--- src/rtl/tetris_pkg.sv ---
// tetris_pkg: shared FSM states, HID keycodes and board geometry
package tetris_pkg;
   typedef enum logic [2:0] {IDLE, SPAWN, FALL, LOCK, SCAN, CLEAR, GAMEOVER} state_t;
   localparam logic [7:0] KEY_LEFT  = 8'h04;
   localparam logic [7:0] KEY_RIGHT = 8'h07;
   localparam logic [7:0] KEY_ROT   = 8'h1A;
   localparam logic [7:0] KEY_DROP  = 8'h16;
   localparam int BOARD_ROWS = 22;
   localparam int BOARD_COLS = 12;
endpackage

--- src/rtl/piece_fall_ctrl_if.sv ---
// piece_fall_ctrl_if: board and shape-datapath signals of the falling-piece controller
interface piece_fall_ctrl_if;
   import tetris_pkg::*;
   logic                  start;
   logic [7:0]            keycode;
   logic                  hit_down;
   logic                  hit_left;
   logic                  hit_right;
   logic                  hit_spawn;
   logic [BOARD_ROWS-1:0] row_full;
   logic                  clear_ack;
   logic                  firstgen;
   logic                  newgen;
   logic                  update;
   logic [4:0]            row_out;
   logic [3:0]            col_out;
   logic                  lock;
   logic                  clear_req;
   logic [4:0]            clear_row;
   logic [7:0]            lines;
   logic                  game_over;
   state_t                state;
   modport master (
      input  start, keycode, hit_down, hit_left, hit_right, hit_spawn, row_full, clear_ack,
      output firstgen, newgen, update, row_out, col_out, lock, clear_req, clear_row, lines,
             game_over, state
   );
   modport slave (
      output start, keycode, hit_down, hit_left, hit_right, hit_spawn, row_full, clear_ack,
      input  firstgen, newgen, update, row_out, col_out, lock, clear_req, clear_row, lines,
             game_over, state
   );
endinterface

--- src/rtl/grav_timer.sv ---
// grav_timer: counts frames and flags the frame on which a gravity step is due
module grav_timer #(
   parameter int GRAV_FRAMES = 30
) (
   input  logic vsync,
   input  logic reset_n,
   input  logic enable,
   input  logic clear,
   output logic tick
);
   logic [5:0] cnt;
   assign tick = cnt == 6'(GRAV_FRAMES - 1);
   // wrap to 0 after the due frame; holding enable low parks the count on the due frame
   always_ff @(posedge vsync)
      if (!reset_n || clear) cnt <= '0;
      else if (enable) cnt <= tick ? '0 : cnt + 6'd1;
endmodule

--- src/rtl/piece_fall_ctrl.sv ---
// piece_fall_ctrl: falling-piece FSM; define SOFT_DROP_EN so a held 0x16 forces a drop every frame
module piece_fall_ctrl
   import tetris_pkg::*;
#(
   parameter int GRAV_FRAMES = 30,
   parameter int SPAWN_COL   = 4
) (
   input logic               vsync,
   input logic               reset_n,
   piece_fall_ctrl_if.master bus
);
`ifdef SOFT_DROP_EN
   localparam bit SOFT_DROP = 1'b1;
`else
   localparam bit SOFT_DROP = 1'b0;
`endif
   localparam logic [4:0] LAST_ROW = 5'(BOARD_ROWS - 1);
   localparam logic [3:0] LAST_COL = 4'(BOARD_COLS - 1);
   localparam logic [3:0] HOME_COL = 4'(SPAWN_COL);
   state_t     state;
   logic [4:0] row, ptr;
   logic [3:0] col;
   logic [7:0] lines, prev_key;
   logic       firstgen, newgen, update, lock, clear_req, game_over, first;
   logic       in_fall, press, act_l, act_r, act_rot, act, drop, tick, step;
   assign in_fall = state == FALL;
   assign press   = bus.keycode != 8'h00 && bus.keycode != prev_key;
   assign act_l   = press && bus.keycode == KEY_LEFT;
   assign act_r   = press && bus.keycode == KEY_RIGHT;
   assign act_rot = press && bus.keycode == KEY_ROT;
   assign act     = act_l | act_r | act_rot;
   assign drop    = SOFT_DROP && in_fall && bus.keycode == KEY_DROP;
   assign step    = drop || (tick && !act);
   // a key action on the due frame parks the timer there so gravity lands one frame later
   grav_timer #(.GRAV_FRAMES(GRAV_FRAMES)) u_timer (
      .vsync   (vsync),
      .reset_n (reset_n),
      .enable  (!(tick && act)),
      .clear   (!in_fall || drop),
      .tick    (tick)
   );
   // game FSM with all outputs registered; strobes default low each frame
   always_ff @(posedge vsync)
      if (!reset_n) begin
         state     <= IDLE;
         row       <= '0;
         col       <= HOME_COL;
         ptr       <= LAST_ROW;
         lines     <= '0;
         prev_key  <= '0;
         firstgen  <= 1'b0;
         newgen    <= 1'b0;
         update    <= 1'b0;
         lock      <= 1'b0;
         clear_req <= 1'b0;
         game_over <= 1'b0;
         first     <= 1'b0;
      end else begin
         prev_key <= bus.keycode;
         firstgen <= 1'b0;
         newgen   <= 1'b0;
         update   <= 1'b0;
         lock     <= 1'b0;
         case (state)
            IDLE, GAMEOVER:
               if (bus.start) begin
                  state     <= SPAWN;
                  firstgen  <= 1'b1;
                  first     <= 1'b1;
                  lines     <= '0;
                  game_over <= 1'b0;
               end
            SPAWN: begin
               row   <= '0;
               col   <= HOME_COL;
               first <= 1'b0;
               if (bus.hit_spawn) begin
                  state     <= GAMEOVER;
                  game_over <= 1'b1;
               end else begin
                  state  <= FALL;
                  newgen <= !first;
               end
            end
            FALL: begin
               if (act_l && !bus.hit_left && col != 4'd0) col <= col - 4'd1;
               if (act_r && !bus.hit_right && col != LAST_COL) col <= col + 4'd1;
               update <= act_rot;
               if (step) begin
                  if (bus.hit_down || row == LAST_ROW) begin
                     state <= LOCK;
                     lock  <= 1'b1;
                  end else row <= row + 5'd1;
               end
            end
            LOCK: begin
               state <= SCAN;
               ptr   <= LAST_ROW;
            end
            SCAN:
               if (bus.row_full[ptr]) begin
                  state     <= CLEAR;
                  clear_req <= 1'b1;
               end else if (ptr == 5'd0) state <= SPAWN;
               else ptr <= ptr - 5'd1;
            CLEAR:
               if (bus.clear_ack) begin
                  state     <= SCAN;
                  clear_req <= 1'b0;
                  lines     <= lines + 8'(lines != 8'hFF);
               end
            default: state <= IDLE;
         endcase
      end
   assign bus.state     = state;
   assign bus.row_out   = row;
   assign bus.col_out   = col;
   assign bus.clear_row = ptr;
   assign bus.lines     = lines;
   assign bus.firstgen  = firstgen;
   assign bus.newgen    = newgen;
   assign bus.update    = update;
   assign bus.lock      = lock;
   assign bus.clear_req = clear_req;
   assign bus.game_over = game_over;
endmodule
--- src/flat_wrapper.sv ---
// flat-port wrapper written by rule: the top's interface ports become plain ports
module piece_fall_ctrl_flat import tetris_pkg::*;
#(
   parameter int GRAV_FRAMES = 30,
   parameter int SPAWN_COL   = 4
)
  (vsync, reset_n, bus_start, bus_keycode, bus_hit_down, bus_hit_left, bus_hit_right, bus_hit_spawn, bus_row_full, bus_clear_ack, bus_firstgen, bus_newgen, bus_update, bus_row_out, bus_col_out, bus_lock, bus_clear_req, bus_clear_row, bus_lines, bus_game_over, bus_state);
  piece_fall_ctrl_if bus_i ();
  input logic vsync;
  input logic reset_n;
  input wire logic [$bits(bus_i.start)-1:0] bus_start;
  input wire logic [$bits(bus_i.keycode)-1:0] bus_keycode;
  input wire logic [$bits(bus_i.hit_down)-1:0] bus_hit_down;
  input wire logic [$bits(bus_i.hit_left)-1:0] bus_hit_left;
  input wire logic [$bits(bus_i.hit_right)-1:0] bus_hit_right;
  input wire logic [$bits(bus_i.hit_spawn)-1:0] bus_hit_spawn;
  input wire logic [$bits(bus_i.row_full)-1:0] bus_row_full;
  input wire logic [$bits(bus_i.clear_ack)-1:0] bus_clear_ack;
  output wire logic [$bits(bus_i.firstgen)-1:0] bus_firstgen;
  output wire logic [$bits(bus_i.newgen)-1:0] bus_newgen;
  output wire logic [$bits(bus_i.update)-1:0] bus_update;
  output wire logic [$bits(bus_i.row_out)-1:0] bus_row_out;
  output wire logic [$bits(bus_i.col_out)-1:0] bus_col_out;
  output wire logic [$bits(bus_i.lock)-1:0] bus_lock;
  output wire logic [$bits(bus_i.clear_req)-1:0] bus_clear_req;
  output wire logic [$bits(bus_i.clear_row)-1:0] bus_clear_row;
  output wire logic [$bits(bus_i.lines)-1:0] bus_lines;
  output wire logic [$bits(bus_i.game_over)-1:0] bus_game_over;
  output wire logic [$bits(bus_i.state)-1:0] bus_state;
  assign bus_i.start = bus_start;
  assign bus_i.keycode = bus_keycode;
  assign bus_i.hit_down = bus_hit_down;
  assign bus_i.hit_left = bus_hit_left;
  assign bus_i.hit_right = bus_hit_right;
  assign bus_i.hit_spawn = bus_hit_spawn;
  assign bus_i.row_full = bus_row_full;
  assign bus_i.clear_ack = bus_clear_ack;
  assign bus_firstgen = bus_i.firstgen;
  assign bus_newgen = bus_i.newgen;
  assign bus_update = bus_i.update;
  assign bus_row_out = bus_i.row_out;
  assign bus_col_out = bus_i.col_out;
  assign bus_lock = bus_i.lock;
  assign bus_clear_req = bus_i.clear_req;
  assign bus_clear_row = bus_i.clear_row;
  assign bus_lines = bus_i.lines;
  assign bus_game_over = bus_i.game_over;
  assign bus_state = bus_i.state;
  piece_fall_ctrl #(.GRAV_FRAMES(GRAV_FRAMES), .SPAWN_COL(SPAWN_COL)) u_core (.vsync(vsync), .reset_n(reset_n), .bus(bus_i));
endmodule
--- config.mk ---
export PLATFORM = sky130hd
export DESIGN_NAME = piece_fall_ctrl_flat
export DESIGN_NICKNAME = d
export VERILOG_FILES = /design/src/rtl/tetris_pkg.sv /design/src/rtl/piece_fall_ctrl_if.sv /design/src/rtl/grav_timer.sv /design/src/rtl/piece_fall_ctrl.sv /design/src/flat_wrapper.sv
export SDC_FILE = /design/constraint.sdc
export NUM_CORES = 1
export LEC_CHECK = 0
export CAP_MARGIN = 20
export CELL_PAD_IN_SITES_DETAIL_PLACEMENT = 1
export CELL_PAD_IN_SITES_GLOBAL_PLACEMENT = 2
export CORE_ASPECT_RATIO = 0.8
export CORE_MARGIN = 1
export CORE_UTILIZATION = 25
export CTS_CLUSTER_DIAMETER = 50
export DETAILED_ROUTE_END_ITERATION = 8
export PLACE_DENSITY = 0.85
export SLEW_MARGIN = 20
export SYNTH_ARGS = -nofsm -noshare
export SYNTH_HDL_FRONTEND = slang
export SYNTH_SLANG_ARGS = --single-unit
export TNS_END_PERCENT = 50
--- constraint.sdc ---
create_clock -name vsync -period 2.33 [get_ports vsync]
set_clock_uncertainty 0.2 [all_clocks]
set_input_delay 0.3495 -clock vsync [delete_from_list [all_inputs] [get_ports vsync]]
set_output_delay 0.3495 -clock vsync [all_outputs]
set_load 0.005 [all_outputs]
### Word-level counts from Yosys, hierarchy flattened

Index checks and enable logic that the tools add are counted.
Widths: inputs -> output; s select.

* register bits: 46
* output and inout bits: 31

* $add $sub $neg: 6
* order comparisons: 1
* equality and inequality tests: 25
* muxes and demuxes: 33
* bitwise gates (word level): 4
* reductions and logical operators: 40

Operators by type and width (count)
* $mux 3: 7
* $mux 5: 4
* $pmux 5 s2: 2
* $pmux 3 s6: 1
* $reduce_and 3->1: 6
* $eq 8x3->1 const B: 2
* $mux 8: 2
* $ne 2x2->1 const B: 8
* $pmux 8 s2: 1
* $logic_and 1x1->1: 10
* $reduce_bool 2->1: 5
* $eq 3x3->1 const B: 3
* $add 8x1->8: 1
* $eq 8x5->1 const B: 1
* $mux 1: 8
* $mux 4: 2
* $ne 8x8->1: 1
* $ne 8x8->1 const B: 1
* $pmux 4 s2: 1
* $reduce_and 2->1: 4
* $reduce_bool 8->1: 1
* $add 6x1->6 const B: 1
* $eq 3x2->1 const B: 2
* $eq 6x5->1 const B: 1
* other kinds (24): 34

### Longest topological paths before layout

* word-level depth: 9
* depth in mapped cells: 9
* gate-level depth less buffers: 9

### Hierarchy

A second synthesis with hierarchy kept.

* cells, all modules: 308
* area total of the unflattened synthesis: 2693.8 µm²

By module, submodules not included
* piece_fall_ctrl: times used 1, cells an instance 269, area each 2337.2 µm², seq. area each 800.8 µm²
* grav_timer: times used 1, cells an instance 39, area each 356.6 µm², seq. area each 120.1 µm²

### Worst setup path after synthesis

OpenSTA, ideal clock, no wires.

* path type: flip-flop to flip-flop
* start point: register u_core.col[1], in the netlist u_core.bus.col_out[1]
* end point: register u_core.col[3], in the netlist u_core.bus.col_out[3]
* library setup time: 0.133 ns
* data arrival time: 1.980 ns
* data required time: 1.997 ns
* path slack: 0.017 ns
* cell stages (with the launch flop): 10
* clock period less this slack: 2.313 ns
* path through: dfxtp_1 -> inv_1 -> o311a_1 -> o211ai_1 -> ha_1 -> a21o_1 -> a21oi_1 -> xnor2_1 -> o211ai_1 -> nor3b_2

* longest elaborated chain between the ends: 4
* elaborated cells on any way between the ends: 11

RTL lines
* from (decl): RTL line piece_fall_ctrl.sv:22 `logic [3:0] col;`
* from (signal assigned): RTL line piece_fall_ctrl.sv:86 `if (act_l && !bus.hit_left && col != 4'd0) col <= col - 4'd1;`
* from (signal assigned): RTL line piece_fall_ctrl.sv:87 `if (act_r && !bus.hit_right && col != LAST_COL) col <= col + 4'd1;`
* $sub 4x1->4 (tied with other cells): RTL line piece_fall_ctrl.sv:86
* $mux 4 (tied with other cells): RTL line piece_fall_ctrl.sv:86
* $mux 4 / $ne 3x3->1 (equally long branches)
* $pmux 4 s2 / $reduce_and 2->1 (equally long branches)

Several ways; a longest one is shown, not always the timed one. The select of a mux whose other input is x is not followed.
A chain may end at the register's enable or synchronous reset.

### Worst setup path in the final report

* start point: input port bus_keycode[0]
* end point: register u_core.col[3], in the netlist u_core.bus.col_out[3]

* longest elaborated chain between the ends: 7
* elaborated cells on any way between the ends: 15

RTL lines
* from (decl): RTL line flat_wrapper.sv:12 `input wire logic [$bits(bus_i.keycode)-1:0] bus_keycode;`
* $ne 8x8->1 / $reduce_bool 8->1 (equally long branches): RTL line piece_fall_ctrl.sv:27 `assign press = bus.keycode != 8'h00 && bus.keycode != prev_key;`
* $logic_and 1x1->1: RTL line piece_fall_ctrl.sv:27
* $logic_and 1x1->1 (on tied branches): RTL line piece_fall_ctrl.sv:29, piece_fall_ctrl.sv:28
* $logic_and 1x1->1 (on tied branches) (2 in series): RTL line piece_fall_ctrl.sv:87, piece_fall_ctrl.sv:86
* $mux 4 / $ne 3x3->1 (equally long branches)
* $pmux 4 s2 / $reduce_and 2->1 (equally long branches)

Several ways; a longest one is shown, not always the timed one.

==> summary.txt <==
Run status
  • Outcome: complete, no violations

Floorplanning
  • Rows: 33
  • Core footprint: 10200 um2
  • IO Pins: 69
  • Die height: 93.7 um
  • Initial Util: 25.7%
  • Die width: 117 um
  • DIE AREA: 10900 um2

Worst setup path
  • Req. time, crit path: 2.30 ns
  • Register-to-Register Path Depth: 10
  • Crit-path max FO: 3
  • RR Startpoint: u_core.prev_key[1]$_SDFF_PN0_
  • Startpoint Class: input port
  • Setup CP Type: input port to flip-flop
  • Critical path endpoint category: flip-flop
  • Capturing point of the worst reg2reg path: u_core.bus.col_out[3]$_SDFFE_PN0P_
  • Flop-to-flop setup slack: 0.02 ns
  • Critical Path AT: 2.30 ns

Pwr
  • Combinational share of power: 32.8%
  • Clock power frac: 32.5%
  • Net Sw Frac: 30.5%
  • Pwr/cell area: 617 nW/um2
  • Flop pwr share: 34.6%
  • Worst vdd ir: 0.253 mV
  • Pleak: 1.55 nW
  • Switch Pwr: 767 uW
  • Int Power: 1.75 mW

Routing
  • Detailed Routing Iterations Pass 1: 5
  • Final wirelength: 8.21 mm
  • Initial detailed-routing violation count: 54
  • Via density: 4.75
  • DRC viols: 0
  • Wirelength per Cell: 14.6 um
  • Vias after detailed routing: 2663
  • Final ANT Viol Nets: 0

Placed design
  • Setup WS pre-CTS: -0.754 ns
  • Post-DP Area: 3760 um2
  • Post-DP HPWL: 6.11 mm
  • IO Port Bufs: 68
  • Gp weighted congestion: 0.794

Timing
  • Finish-stage setup viols: 0
  • Fmax: 0.430 GHz
  • Final Hold Viols: 0
  • Slew HR: 66.5%
  • Unrepaired setup endpoints after global routing: true
  • Fin worst setup slack: 0.00302 ns
  • Final count of pins violating max slew: 0
  • Post-layout min period: 2.33 ns
  • Setup TNS: 0 ns
  • Crit share post-route: 99.9%
  • Actual slew at the worst max-slew pin: 0.498 ns

Hold path
  • Hold_sp: bus_keycode[2]
  • Hold Path Sink: u_core.prev_key[2]$_SDFF_PN0_
  • Type of the worst min-delay path: input port to flip-flop
  • Worst hold path cell count: 2

Global routing
  • First-pass GRT wire length: 12.9 mm
  • Vias in the first global route: 2738
  • Global Route met3 Usage: 3.03%
  • GRT busiest layer: met2
  • Initial antenna violation count: 0
  • Met2 usage: 27.5%
  • Largest net degree at the start of global routing: 21
  • GRT Residual Overflow: 0
  • GRT Total Usage: 15.0%
  • Grt met1 use: 17.5%

Layout
  • Layout cells sized above 1: 22.6%
  • Commonest non-fill, non-tap cell in the layout: clkdlybuf4s50_1
  • Design area: 4070 um2
  • Most frequent cells in the layout: clkdlybuf4s50_1 (60), buf_4 (45), dfxtp_1 (42)
  • Area grow syn2layout: 54.8%
  • # nets final: 469
  • Final core utilization: 39.7%
  • N_diodes: 0

CTS
  • CTS clock-pin slew for the worst setup and hold paths: 0.06 ns
  • CTS tree: built
  • CTS H-tree depth: 2
  • Clk_lat worst skew: 0.29 ns
  • Num CTS Buffers: 5
  • CTS Sinks: 46
  • Max Root-Sink Buffers: 2
  • CTS Root Buffer Type: clkbuf_16

Logic synthesis
  • Syn avg cell area: 8.54 um2
  • Mapped Area: 2630 um2
  • Distinct cells, synth: 54
  • Top_reg_cell synth: dfxtp_1
  • Synth Instances: 308
  • FF+latch count, synth: 46
  • Synth async-reset ratio: 0%
  • Mapped Nets: 357
  • Yosys warning total: 0
  • Seq/Total Area, Yosys: 35.0%
  • Post-synth EDFFs: 0

Flow run
  • Max cap viols: 0
sequential cells by signal (all words and copies together) (netlist names), 3 cells and up:
signal	flops
u_core.bus.state	3
u_core.u_timer.cnt	6
u_core.bus.lines	8
u_core.bus.row_out	5
u_core.bus.clear_row	5
u_core.bus.col_out	4
u_core.prev_key	8
synthesized netlist by cell type, types with 3 or more instances:
master     n  area (um2)
dfxtp_1   46         921
nand3_1   13        65.1
nor3b_1    3        22.5
nand2_1   21        78.8
nor2b_1    3        18.8
nand4_1    9        56.3
nor2_1    35         131
and2_1    10        62.6
xnor2_1    9        78.8
xor2_1     7        61.3
a22oi_1    5        37.5
nor3_1     7        35.0
or2_1      3        18.8
and3_1     4        25.0
nor4_1     7        43.8
mux4_2     3        67.6
nand2b_1   9        56.3
ha_1      10         125
mux2i_1    7        70.1
or3_1      6        37.5
o21ai_0   11        55.1
a21oi_1   18        90.1
clkbuf_1   9        33.8
a41oi_1    3        26.3
inv_1     12        45.0
o211ai_1   3        22.5
worst max-delay path: stages:
cell,delay (ns)
dlygate4sd2_1,0.25
xnor2_1,0.19
nand4_1,0.15
o211ai_1,0.30
buf_4,0.17
buf_4,0.11
ha_4,0.19
a21oi_2,0.14
xnor2_1,0.16
o211ai_1,0.12
nor3b_2,0.16
timing repair:
action	in CTS	in global routing
resized for setup	20	32
pin swaps	14	23
endpoints found under the hold margin	0	0
hold buffers	0	0
endpoints found under the setup margin	16	15
setup buffers	4	2
cell type report:
cell class,count,area [um2]
sequential,46,926
inverter,12,45.0
multi-input combinational,240,1740
tap,140,175
clock inverter,1,30.0
fill,1227,6170
timing repair buffer,115,1020
clock buffer,7,133
metal layers:
metal  wire length, um  part of all wire (%)  vias to the layer above
met1              3680                    45                     1267
met5                 0                     0                        -
met2              4050                    49                       49
met3               305                   3.7                       12
li1                  -                     -                     1335
met4               187                   2.3                        0
worst max path at each step:
stage,start,end,slack (ns),cells past startpoint
floorplan,u_core.bus.col_out[1]$_SDFFE_PN0P_,u_core.bus.col_out[3]$_SDFFE_PN0P_,0.02,9
global placement,bus_keycode[5],u_core.bus.col_out[3]$_SDFFE_PN0P_,-0.56,10
detailed placement,bus_keycode[5],u_core.bus.col_out[3]$_SDFFE_PN0P_,-0.75,10
CTS,bus_keycode[1],u_core.bus.row_out[4]$_SDFFE_PN0P_,-0.008,8
global route,bus_keycode[0],u_core.bus.col_out[3]$_SDFFE_PN0P_,-0.17,10
finish,bus_keycode[0],u_core.bus.col_out[3]$_SDFFE_PN0P_,0.003,11
cell families after synthesis:
family | count (synthesis) | share of synthesized area (%)
fa+ha+maj | 11 | 5.52
simple gates | 145 | 30.6
flops | 46 | 35.0
xor+xnor | 16 | 5.33
buf+inv | 22 | 3.43
mux | 12 | 6.09
compound gates | 56 | 14.0
per-stage QoR:
stage	hold slack [ns]	instances	power (mW)
4_1_cts	0.244	559	2.53
6_report	0.145	561	2.51
3_3_place_gp	0.218	547	1.67
3_5_place_dp	0.236	547	1.69
2_1_floorplan	0.199	308	1.30
5_1_grt	0.161	561	2.66
power groups by stage:
stage          clock network, mW  registers (mW)  logic [mW]
2_1_floorplan                  0           0.902       0.402
3_3_place_gp                   0           0.885       0.784
3_5_place_dp                   0           0.888       0.803
4_1_cts                    0.841           0.871       0.816
5_1_grt                    0.875           0.877       0.911
6_report                   0.817           0.871       0.826
(Power assumes the default switching activity.)
==> edit 1: new RTL, same flow settings <==
The package constant `BOARD_ROWS` goes from 22 to 44.
--- a/src/rtl/tetris_pkg.sv
+++ b/src/rtl/tetris_pkg.sv
@@ -5,7 +5,7 @@
    localparam logic [7:0] KEY_RIGHT = 8'h07;
    localparam logic [7:0] KEY_ROT   = 8'h1A;
    localparam logic [7:0] KEY_DROP  = 8'h16;
-   localparam int BOARD_ROWS = 22;
+   localparam int BOARD_ROWS = 44;
    localparam int BOARD_COLS = 12;
 endpackage
 
Ports: changed (resized bus_row_full); port bits go from 69 to 91. No check against the original RTL was run, so the function may have changed too.
==> edit 1 against the original RTL <==
The flow now finishes with violations (negative setup slack). Power is 0.33% higher. Sequential power is 6.2% higher. Sequential cell count stayed put. Final area is 5.0% higher. Clock power is 12% lower. Die area is 8.8% higher. Wire length is 6.8% higher. Synthesized area is 9.0% higher. Setup slack worse by 0.042 ns. Highest routed layer unchanged.
==> edit 1: results (changes against the original RTL) <==
[status]
outcome = finished, violations left
violated_checks = negative setup slack

[grt]
grt_pass1_wl_um = 14300  ; +11%
grt_util_met1_pct = 19.7  ; +2.2 points
groute.layer.met2.usage_pct = 25.0  ; -2.4 points
grtUsageMet3_pct = 3.10  ; +0.064 points
total_global_route_track_usage_pct = 15.1  ; +0.085 points
first_global_vias = 2949  ; +7.7%
grt_start_max_net_pins = 18  ; -14%

[routing]
drt_iter0_drc = 59  ; +9.3%
drtPass1Iterations = 4  ; -1
wl_met1_um = 4190  ; +14%
met3_length_um = 277  ; -9.2%
wire_per_inst_um = 15.3  ; +4.2%
totalWireLength_um = 8770  ; +6.8%
met2WireLength_um = 4210  ; +4.2%
num_vias = 2770  ; +4.0%

[cells_and_area]
layout_top_registers = u_core.bus.lines (8), u_core.prev_key (8), u_core.u_timer.cnt (6)
multiInputGateArea_um2 = 1900  ; +9.0%
layout.nets = 500  ; +6.6%
final-clk-cell-share_pct = 3.42  ; -0.57 points
seq_area_share_pct = 21.7  ; -1.1 points
layout.buffer.nonclock.area_share_pct = 25.3  ; +0.20 points
final.signal_buffer_count = 118  ; +2.6%
filler_cell_count = 1243  ; +1.3%
layout-drive-gt1-share_pct = 23.2  ; +0.64 points
post-route-cell-area_um2 = 4280  ; +5.0%
multi_input_comb_cells = 247  ; +2.9%

[timing]
final_setup_fails = 1  ; +1
fin_ws_ns = -0.0394  ; -0.0424 ns
tns_ns = -0.0394  ; -0.0394 ns
max_slew.worst_pin.slew_ns = 0.476  ; -0.0219 ns

[clocking]
clk_latency_ns = 0.29  ; about the same
post_cts.resized_instances = 34  ; +70%
post_cts_buffers = 1  ; -3

[placed_design]
detailed_place_hpwl_um = 6830  ; +12%
placement.io_buffers = 78  ; +15%
place_ws_ns = -0.721  ; +0.0322 ns
dp_cells = 565  ; +3.3%
gp_routability_congestion = 0.756  ; -4.7%
post_dp_cell_area_um2 = 4060  ; +7.9%

[logic_synthesis]
dominantRegCellSynth = dfxtp_1
synth-async-reset-ratio_pct = 0  ; unchanged
syn_inst = 317  ; +2.9%
ys_warn_count = 0  ; unchanged
synthesis.nets = 387  ; +8.4%
synthTopCellsByCount = dfxtp_1 (46), nor2_1 (28), nand2_1 (20), mux2i_1 (15)
synthTopCellsByArea = dfxtp_1 (32%), mux2i_1 (5.2%), ha_1 (3.9%)
synth.distinct_cells = 72  ; +33%
synth_sequential_area_ratio_pct = 32.1  ; -2.9 points

[setup_path]
crit_fanout = 4  ; +1
critPathLaunch = bus_keycode[4]
rr_startpoint = u_core.prev_key[6]

[hold_path]
min_path_type = input port to flop
hold_start = bus_keycode[7]

[power]
ir_drop_v = 0.000270  ; +6.7%
cellLeakagePower_nw = 1.67  ; +7.8%

[edit 1: cells by family after synthesis]
logic type / synth area share, %
AOI/OAI and AO/OA: 20.2
xor gates and xnor gates: 4.58
adders and majority gates: 4.63
buffers and inverters: 4.50
DFF: 32.1
muxes: 7.07
and+or+nand+nor: 26.9
[edit 1: worst max-delay path, cell delays in order]
cell      delay (ns)
buf_6           0.10
and4bb_2        0.33
o31ai_4         0.09
nor4b_4         0.34
nand2_4         0.11
ha_4            0.22
a21o_1          0.18
a21oi_2         0.17
xnor2_2         0.09
nor2b_2         0.15
o211a_1         0.21
[edit 1: final timing paths]
path,slack [ns],cells past startpoint,end
max,-0.04,11,u_core.bus.col_out[3]
min,0.09,2,u_core.prev_key[7]
max reg2reg,0,10,u_core.bus.col_out[3]
min reg2reg,0.24,1,u_core.bus.newgen
[edit 1: power breakdown]
part           leakage (nW)  switching, W  internal, W
Combinational          1.23      0.000439     0.000434
Clock                0.0698      0.000325     0.000398
Sequential            0.375     0.0000763     0.000849
==> edit 2: new RTL, same settings <==
Made on the original files. Take the reset off `prev_key` and load it in a clocked block of its own.
--- a/src/rtl/piece_fall_ctrl.sv
+++ b/src/rtl/piece_fall_ctrl.sv
@@ -47,7 +47,6 @@
          col       <= HOME_COL;
          ptr       <= LAST_ROW;
          lines     <= '0;
-         prev_key  <= '0;
          firstgen  <= 1'b0;
          newgen    <= 1'b0;
          update    <= 1'b0;
@@ -56,7 +55,6 @@
          game_over <= 1'b0;
          first     <= 1'b0;
       end else begin
-         prev_key <= bus.keycode;
          firstgen <= 1'b0;
          newgen   <= 1'b0;
          update   <= 1'b0;
@@ -112,6 +110,10 @@
             default: state <= IDLE;
          endcase
       end
+
+   always_ff @(posedge vsync) begin
+       prev_key <= bus.keycode;
+   end
    assign bus.state     = state;
    assign bus.row_out   = row;
    assign bus.col_out   = col;
Formal check against the unedited RTL: same outputs for any inputs over 10 cycles, from zero or initial values and one cycle with reset_n low; that may be too few to reach the edited logic, so the function may still have changed.
==> edit 2 against the original RTL <==
The flow now finishes with violations (negative setup slack). Sequential cell count unchanged. Critical endpoint unchanged. Synthesized area down 2.1%. Utilization shrank 0.51 points. Setup slack got worse by 0.14 ns. Wire length shrank 8.0%. Highest routed layer unchanged. Global-route usage shrank 0.30 points. Largest power group unchanged. Count of clock-buffer cells in the layout shrank 1. Fmax fell by 5.7%. Power decreased by 19%. Final area decreased by 5.4%.
==> edit 2: results (changes against the original RTL) <==
[placed_design]
gp_routability_congestion = 0.812  ; +2.2%
detailed_place_hpwl_um = 5950  ; -2.6%

[setup_path]
worstPathArrival_ns = 2.45  ; +0.15 ns
category_of_cells_accounting_for_the_largest_share_of_critical_path_delay = simple AND/OR/NAND/NOR gates
slowest_stage = or3_4

[grt]
grtUsageMet3_pct = 2.29  ; -0.74 points
first_global_vias = 2544  ; -7.1%
groute.layer.met2.usage_pct = 24.2  ; -3.3 points
grt_pass1_wl_um = 12500  ; -3.0%

[logic_synthesis]
synthTopCellsByArea = dfxtp_1 (36%), ha_1 (4.9%), xnor2_1 (4.4%)
synthesis.nets = 342  ; -4.2%
area_fraction_in_compound_gates_after_synthesis_pct = 14.8  ; +0.74 points
synthTopCellsByCount = dfxtp_1 (46), nor2_1 (30), nor3_1 (18), nand2_1 (16)
syn_area_per_cell_um2 = 8.78  ; +2.9%
synth.area.mux_share_pct = 6.61  ; +0.52 points
synth_sequential_area_ratio_pct = 35.8  ; +0.77 points

[timing]
fin_ws_ns = -0.137  ; -0.140 ns
final_setup_fails = 5  ; +5
tns_ns = -0.254  ; -0.254 ns

[status]
violated_checks = negative setup slack
outcome = finished, violations left

[hold_path]
hold_start = bus_keycode[3]

[cells_and_area]
layout.nets = 443  ; -5.5%

[power]
ir_drop_v = 0.000250  ; -1.4%

[routing]
vias_per_cell = 4.72  ; -0.50%

## edit 2: final cells by class
| class | count | area, µm² | area share (%) |
|---|---|---|---|
| Inverter | 15 | 56.3 | 1.46 |
| Timing Repair Buffer | 106 | 953 | 24.8 |
| Sequential cell | 46 | 923 | 24.0 |
| Multi-Input combinational cell | 220 | 1590 | 41.3 |
| Clock inverter | 2 | 16.3 | 0.423 |
| Tap cell | 136 | 170 | 4.42 |
| Clock buffer | 6 | 139 | 3.61 |
## edit 2: power by group
part / switching (W) / internal, W / total (W) / leakage, nW
Combinational: 0.000208 / 0.000227 / 0.000435 / 1.04
Clock: 0.000333 / 0.000432 / 0.000765 / 0.0735
Sequential: 0.0000262 / 0.000817 / 0.000843 / 0.374
## edit 2: what timing repair did
item,4_1_cts,5_1_grt
cloned,0,0
hold buffers,0,0
endpoints found under the setup margin,21,13
setup buffers,1,0
resized for setup,30,3
hold endpoints to repair,0,0
pin swaps,12,2
